`config.mk`:
```
export PLATFORM = sky130hd
export DESIGN_NAME = fp_result_collector
export DESIGN_NICKNAME = d
export VERILOG_FILES = /design/src/rtl/fp_pkg.sv /design/src/rtl/sync_fifo.sv /design/src/rtl/fp_result_collector.sv
export SDC_FILE = /design/constraint.sdc
export NUM_CORES = 1
export LEC_CHECK = 0
export CAP_MARGIN = 20
export CORE_AREA = 2 2 186 133
export CTS_CLUSTER_DIAMETER = 30
export DETAILED_ROUTE_END_ITERATION = 7
export DIE_AREA = 0 0 188 135
export PLACE_DENSITY_LB_ADDON = 0.15
export SLEW_MARGIN = 20
export SYNTH_ARGS = -nofsm -noshare
export SYNTH_HDL_FRONTEND = slang
export SYNTH_HIERARCHICAL = 1
export SYNTH_SLANG_ARGS = --single-unit
```
`constraint.sdc`:
```
create_clock -name clk -period 4.3 [get_ports clk]
set_input_delay 0.43 -clock clk [delete_from_list [all_inputs] [get_ports clk]]
set_output_delay 0.43 -clock clk [all_outputs]
set_load 0.1 [all_outputs]
```
`src/rtl/fp_pkg.sv`:
```
// Shared IEEE-754 single-precision constants and helpers used by the
// FP multiplier result path and its bench.
package fp_pkg;

    localparam int          EXP_W        = 8;
    localparam int          MANT_W       = 23;
    localparam logic [7:0]  EXP_ALL_ONES = 8'hFF;
    localparam int          FPMUL_LAT    = 4;

    function automatic logic is_nan(input logic [31:0] word);
        return (word[MANT_W +: EXP_W] == EXP_ALL_ONES) && (word[MANT_W-1:0] != '0);
    endfunction

endpackage

```
`src/rtl/sync_fifo.sv`:
```
// Show-ahead synchronous FIFO with wrap-bit pointers; the head reads as
// zero while empty and the storage array itself is never reset.
module sync_fifo #(
    parameter int N     = 32,
    parameter int DEPTH = 8
) (
    input  logic         clk,
    input  logic         rst,
    input  logic         clr,
    input  logic         push,
    input  logic [N-1:0] din,
    input  logic         pop,
    output logic [N-1:0] dout,
    output logic         empty,
    output logic         full
);

    localparam int AW = $clog2(DEPTH);

    logic [AW:0]  wp_q, wp_d;
    logic [AW:0]  rp_q, rp_d;
    logic [N-1:0] mem [DEPTH];

    always_comb begin
        wp_d = wp_q;
        rp_d = rp_q;
        if (clr) begin
            wp_d = '0;
            rp_d = '0;
        end else begin
            if (push) wp_d = wp_q + 1'b1;
            if (pop)  rp_d = rp_q + 1'b1;
        end
    end

    always_ff @(posedge clk or posedge rst) begin
        if (rst) begin
            wp_q <= '0;
            rp_q <= '0;
        end else begin
            wp_q <= wp_d;
            rp_q <= rp_d;
        end
    end

    always_ff @(posedge clk) begin
        if (push && !clr) mem[wp_q[AW-1:0]] <= din;
    end

    assign empty = (wp_q == rp_q);
    assign full  = (wp_q[AW-1:0] == rp_q[AW-1:0]) && (wp_q[AW] != rp_q[AW]);
    assign dout  = empty ? '0 : mem[rp_q[AW-1:0]];

endmodule

```
`src/rtl/fp_result_collector.sv`:
```
// Aligns the operand-valid strobe with FPmul's FP_Z, buffers valid results
// for a ready/valid reader and keeps a sample count plus sticky flags.
module fp_result_collector
    import fp_pkg::*;
#(
    parameter int N     = 32,
    parameter int LAT   = FPMUL_LAT,
    parameter int DEPTH = 8,
    parameter int CNT_W = 16
) (
    input  logic             clk,
    input  logic             rst,
    input  logic             in_valid,
    input  logic [N-1:0]     dut_z,
    input  logic             flush,
    output logic [N-1:0]     out_data,
    output logic             out_valid,
    input  logic             out_ready,
    output logic [CNT_W-1:0] count,
    output logic             overflow,
    output logic             nan_seen
);

    logic [LAT-1:0]   vpipe_q, vpipe_d;
    logic [CNT_W-1:0] count_q, count_d;
    logic             ovf_q, ovf_d;
    logic             nan_q, nan_d;
    logic             cap, push, pop, empty, full;

    assign cap       = vpipe_q[LAT-1];
    assign out_valid = !empty;
    assign pop       = out_valid && out_ready && !flush;
    // A full FIFO still accepts a capture when the head leaves in the same cycle.
    assign push      = cap && (!full || pop) && !flush;

    always_comb begin
        vpipe_d = '0;
        count_d = count_q;
        ovf_d   = ovf_q;
        nan_d   = nan_q;
        if (flush) begin
            ovf_d = 1'b0;
            nan_d = 1'b0;
        end else begin
            vpipe_d[0] = in_valid;
            for (int unsigned i = 1; i < LAT; i++) vpipe_d[i] = vpipe_q[i-1];
            if (push) begin
                if (count_q != '1) count_d = count_q + 1'b1;
                if (is_nan(dut_z)) nan_d = 1'b1;
            end else if (cap) begin
                ovf_d = 1'b1;
            end
        end
    end

    always_ff @(posedge clk or posedge rst) begin
        if (rst) begin
            vpipe_q <= '0;
            count_q <= '0;
            ovf_q   <= 1'b0;
            nan_q   <= 1'b0;
        end else begin
            vpipe_q <= vpipe_d;
            count_q <= count_d;
            ovf_q   <= ovf_d;
            nan_q   <= nan_d;
        end
    end

    sync_fifo #(
        .N     (N),
        .DEPTH (DEPTH)
    ) u_fifo (
        .clk   (clk),
        .rst   (rst),
        .clr   (flush),
        .push  (push),
        .din   (dut_z),
        .pop   (pop),
        .dout  (out_data),
        .empty (empty),
        .full  (full)
    );

    assign count    = count_q;
    assign overflow = ovf_q;
    assign nan_seen = nan_q;

endmodule

```
==> results_dict.tcl, run 1 <==
set metrics [dict create \
    cts_root_buffer "clkbuf_16" \
    timing.fmax_mhz 303 \
    synth.avg_cell_area_um2 17.1 \
    synth.distinct_cells 42 \
    pin_count 88 \
    rows 47 \
    grt_util_met3 0.0385 \
    tightest_slew_ps 1090 \
    seqPwrFrac 0.473 \
    swShare 0.217 \
    synthCells 680 \
    path_max_fanout 17 \
    ys.flop_type "edfxtp_1" \
    cts_sinks 286 \
    antenna_found_initial 0 \
    globalRoute.totalOverflow 0 \
    grt_start_max_net_pins 132 \
    rsz0062_at_grt "no" \
    initial_core_util 0.496 \
    grt.busiest_layer "met2" \
    fin_skew_ps 12.4 \
    ys_seq_elements 286 \
    hpwl_mm 14.2 \
    required_ps 3870 \
    ir_drop_uv 295 \
    flow.area_growth_from_synthesis_pct 21.1 \
    slew_headroom 0.272 \
    finalWeightedCongestion 0.792 \
    final_common_cell "edfxtp_1" \
    fin_nets 828 \
    grt_usage 0.203 \
    pre_cts_ws_ps 1100 \
    internal-power_mw 5.05 \
    die_w_um 188 \
    p_leak_nw 4.60 \
    end_kind "primary output" \
    cts_max_level 2 \
    synth_top_area_cell "edfxtp_1" \
    totalWireLength_mm 24.8 \
    die_y_um 135 \
    core-area_um2 23500 \
    critical_path_class "register to primary output" \
    synth_top_area_share 0.660 \
    drtPass1Iterations 5 \
    worstSetupStartpointType "register" \
    vias 6414 \
    worstHoldPathType "input pin to async pin" \
    drive_gt1_frac 0.175 \
    layout_common_cells "edfxtp_1 (256), mux2i_1 (130), a22oi_1 (64)" \
    final_hold_viol_count 0 \
    num_antenna_cells 0 \
    fin_ws_ps 1000 \
    finalCriticalPeriod_ps 3300 \
    wire_per_inst_um 21.8 \
    status "completed" \
    fin_crit_sh 0.767 \
    drc_errors 0 \
    grt_pass1_wl_mm 39.0 \
    vias_per_cell 5.63 \
    syn_nets 720 \
    clkPwrFrac 0.492 \
    path_clk_slew_ps 60 \
    synth_async_sr_flop_share 0.105 \
    ctsResizeCount 0 \
    use_met1 0.296 \
    yosys-top-cells-area "edfxtp_1 (66%), mux2i_1 (11%), dfrtp_1 (6.4%)" \
    yosysWarnings 6 \
    hold_ws_ps 186 \
    cts_tree "yes" \
    power.total_mw 6.45 \
    drt_iter0_markers 480 \
    grt_pass1_vias 6673 \
    power_density_nw_per_um2 457 \
    worstSkewPairLatency_ps 520 \
    cts_buffer_depth 3 \
    cts_hold_buf 0 \
    use_met2 0.315 \
    synth_edf_count 256 \
    final_max_slew_viol_count 0 \
    cap_violations 0 \
    dieArea_um2 25400 \
    power_switching_mw 1.40 \
    power.share.combinational 0.035 \
    io_buffer_count 87 \
    ys_seq_area_frac 0.724 \
    setup_viol 0 \
    arrival_ps 2870 \
    numCtsBuffers 42 \
    fin_setup_tns_ps 0 \
    post_cts_buffers 0 \
    ant_nets 0 \
    syn-cell-area_um2 11600 \
]
[critical path, cell delays in order, from the launching register on]
cell and delay [ps]:
dfrtp_1 490, nor2b_2 840, buf_4 410, a22oi_1 100, and3_1 250, buf_4 240
[area by class of cell]
| class | count | area [um^2] |
|---|---|---|
| clock buffers | 48 | 1070 |
| clock inverters | 29 | 260 |
| fillers | 1755 | 9350 |
| inverters | 6 | 22.5 |
| multi-input cells | 348 | 2940 |
| flip-flops and latches | 286 | 8440 |
| well taps | 318 | 398 |
| repair buffers | 104 | 978 |
[metal layers]
layer / vias to the layer above / routed length, um
met5: - / 0
met4: 0 / 413
met3: 43 / 1470
met2: 233 / 11400
met1: 3227 / 11500
li1: 2911 / -
[synthesized netlist by cell type (all sizes together), types with 4 or more instances]
library cell,n
and3,39
nand4,10
buf,34
xor2,5
inv,6
mux2i,130
o211ai,6
dfrtp,30
nand3,8
nor4,5
xnor2,19
nor3,4
nand2b,4
edfxtp,256
a22oi,64
clkbuf,6
nor2,19
nor2b,6
nand2,9
[metrics by stage]
stage / instances / cell area (um^2) / utilization
2_1_floorplan: 680 / 11700 / -
5_1_grt: 1139 / 14100 / 0.601
3_5_place_dp: 1062 / 12800 / 0.545
3_3_place_gp: 1062 / 12800 / 0.545
4_1_cts: 1139 / 14100 / 0.601
6_report: 1139 / 14100 / 0.601
[power groups by stage]
stage,sequential [mW],clock (mW),combinational (mW)
final,3.05,3.17,0.227
after global routing,3.05,3.36,0.240
after CTS,3.05,3.24,0.229
after detailed placement,3.11,0,0.228
after global placement,3.11,0,0.224
after floorplan,3.16,0,0.0730
[path summary, 6_finish.rpt]
check	from	cells past startpoint	endpoint	slack, ps
max in group asynchronous	rst	2	nan_seen$_DFFE_PP0P_	3360
min reg2reg	vpipe_q[2]$_DFF_PP0_	1	vpipe_q[3]$_DFF_PP0_	460
max	u_fifo/rp_q[1]$_DFFE_PP0P_	5	out_data[0]	1000
min	rst	2	u_fifo/wp_q[3]$_DFFE_PP0P_	190
min in group clk	vpipe_q[2]$_DFF_PP0_	1	vpipe_q[3]$_DFF_PP0_	460
max reg2reg	u_fifo/wp_q[0]$_DFFE_PP0P_	8	u_fifo/mem[6][26]$_DFFE_PP_	1160
[logic make-up (layout without fill, tap and decap cells)]
family | count (synthesis) | in the layout | synth area share
flops | 286 | 286 | 0.724
mux | 132 | 132 | 0.114
simple gates | 110 | 110 | 0.0555
compound gates | 79 | 79 | 0.0543
buf+inv | 46 | 187 | 0.0302
xor+xnor | 24 | 24 | 0.0180
fa+ha+maj | 3 | 3 | 0.00322
[flip-flops by register name (all words and copies together), names as in the netlist]
name / cells
count: 16
nan_seen: 1
u_fifo/mem: 256
u_fifo/wp_q: 4
u_fifo/rp_q: 4
vpipe_q: 4
overflow: 1
No activity file was read; power rests on OpenSTA's default activity.
==> run 2, diff against run 1 <==
==> constraint.sdc (replaced) <==
create_clock -name clk -period 3.1 [get_ports clk]
set_input_delay 0.31 -clock clk [delete_from_list [all_inputs] [get_ports clk]]
set_output_delay 0.31 -clock clk [all_outputs]
set_load 0.1 [all_outputs]
==> results_dict.tcl, run 2 (synthesis gave the netlist of run 1 again) <==
set metrics [dict create \
    globalRoute.totalOverflow 0 \
    totalWireLength_mm 24.9 \
    grt_usage 0.196 \
    power_density_nw_per_um2 653 \
    rsz0062_at_grt "no" \
    grt_start_max_net_pins 132 \
    ant_nets 0 \
    worstHoldPathType "input pin to async pin" \
    status "completed" \
    hpwl_mm 14.4 \
    dieArea_um2 25400 \
    seqPwrFrac 0.436 \
    wire_per_inst_um 21.5 \
    power_switching_mw 2.20 \
    crit_slowest_cell "dfrtp_1" \
    largest_reg_flops 256 \
    rr_startpoint "u_fifo/wp_q[0]$_DFFE_PP0P_" \
    rows 47 \
    final_max_slew_viol_count 0 \
    cts_buffer_depth 3 \
    reg2regPathDepth 9 \
    slew_headroom 0.337 \
    end_kind "primary output" \
    numCtsBuffers 47 \
    vias_per_cell 5.59 \
    die_y_um 135 \
    drive_gt1_frac 0.216 \
    final_hold_viol_count 0 \
    critical_path_class "register to primary output" \
    critPathLaunch "u_fifo/rp_q[2]$_DFFE_PP0P_" \
    cts_sinks 286 \
    fin_skew_ps 14.7 \
    pin_count 88 \
    initial_core_util 0.496 \
    antenna_found_initial 0 \
    flow.area_growth_from_synthesis_pct 27.7 \
    cp-endpoint "out_data[16]" \
    path_cells "and2_2 > buf_4 > a22oi_1 > and3_1 > buf_12" \
    io_buffer_count 87 \
    fin_crit_sh 0.896 \
    cts_max_level 2 \
    r2r-end "u_fifo/mem[4][17]$_DFFE_PP_" \
    path_clk_slew_ps 50 \
    drc_errors 0 \
    vias 6485 \
    die_w_um 188 \
    placement.cell_area_um2 13200 \
    cts_tree "yes" \
    core-area_um2 23500 \
    post_cts_buffers 0 \
    power.share.combinational 0.034 \
    arrival_ps 2470 \
    cpPeakStageDelay_ps 510 \
    drt_iter0_markers 576 \
    timing.fmax_mhz 360 \
    fin_nets 843 \
    grt_pass1_wl_mm 37.9 \
    clkPwrFrac 0.530 \
    tightest_slew_ps 992 \
    cts_hold_buf 0 \
    layout_common_cells "edfxtp_1 (256), mux2i_1 (130), a22oi_1 (64)" \
    cap_violations 0 \
    final_common_cell "edfxtp_1" \
    post-route-util 0.634 \
    drtPass1Iterations 5 \
    postLayoutCellArea_um2 14900 \
    finalCriticalPeriod_ps 2780 \
    r2r_slack_ps 380 \
    finalWeightedCongestion 0.813 \
    p_leak_nw 4.91 \
    swShare 0.226 \
    grt_pass1_vias 6692 \
    num_antenna_cells 0 \
    required_ps 2790 \
    ir_drop_uv 431 \
    path_max_fanout 17 \
    worstSetupStartpointType "register" \
    setup_viol 0 \
    worstSkewPairLatency_ps 540 \
    internal-power_mw 7.51 \
    n_fill_cell 1632 \
    ctsResizeCount 0 \
    cts_root_buffer "clkbuf_16" \
]
## run 2: cell count changes in the layout (fill, tap and decap cells not counted), sizes merged
cell,before,now
clkbuf,48,49
bufinv,2,4
inv,13,19
buf,50,68
clkinv,12,15
clkdlybuf4s50,54,45
## run 2: cell type report
class                      instances  area (um^2)  area share
clock buffer                      48         1180      0.0793
clock inverter                    40          422      0.0283
inverter                           6         22.5     0.00151
multi-input combinational        348         2960       0.199
sequential                       286         8440       0.567
tap                              318          398      0.0267
timing repair buffer             114         1460      0.0979
## run 2: per-layer routing
metal / GRT usage / up-vias / part of all wire
met5: 0 / - / 0
met4: 0.0507 / 0 / 0.013
met3: 0.0431 / 33 / 0.056
met2: 0.297 / 176 / 0.46
met1: 0.290 / 3313 / 0.48
li1: - / 2963 / -
## run 2: power groups by stage
stage	logic (mW)	registers, mW	clock network, mW
floorplan	0.103	4.38	0
global placement	0.323	4.31	0
detailed placement	0.328	4.31	0
CTS	0.329	4.24	5.23
global route	0.346	4.24	5.40
finish	0.326	4.24	5.15
## run 2: stage by stage
stage / setup TNS [ps] / total power [mW] / cells / setup slack [ps] / hold WS (ps)
2_1_floorplan: -7120 / 4.48 / 680 / -68.3 / 126
3_3_place_gp: 0 / 4.63 / 1071 / 477 / 445
3_5_place_dp: 0 / 4.64 / 1071 / 403 / 450
4_1_cts: 0 / 9.79 / 1159 / 16.6 / 69.7
5_1_grt: 0 / 9.99 / 1160 / 225 / 124
6_report: 0 / 9.71 / 1160 / 324 / 72.5
## run 2: worst min path at each step
stage	startpoint	end	slack (ps)
5_1_grt	rst	u_fifo/rp_q[2]$_DFFE_PP0P_	120
4_1_cts	rst	u_fifo/rp_q[2]$_DFFE_PP0P_	70
3_5_place_dp	vpipe_q[2]$_DFF_PP0_	vpipe_q[3]$_DFF_PP0_	450
2_1_floorplan	rst	u_fifo/rp_q[0]$_DFFE_PP0P_	130
6_report	rst	u_fifo/rp_q[2]$_DFFE_PP0P_	70
3_3_place_gp	vpipe_q[2]$_DFF_PP0_	vpipe_q[3]$_DFF_PP0_	440
## run 2: critical path: cells and delay by family (launching register included)
| family | cells | cell delay, ps |
|---|---|---|
| and+or+nand+nor | 2 | 740 |
| AOI/OAI and AO/OA | 1 | 130 |
| DFF | 1 | 510 |
| buffers and inverters | 2 | 530 |
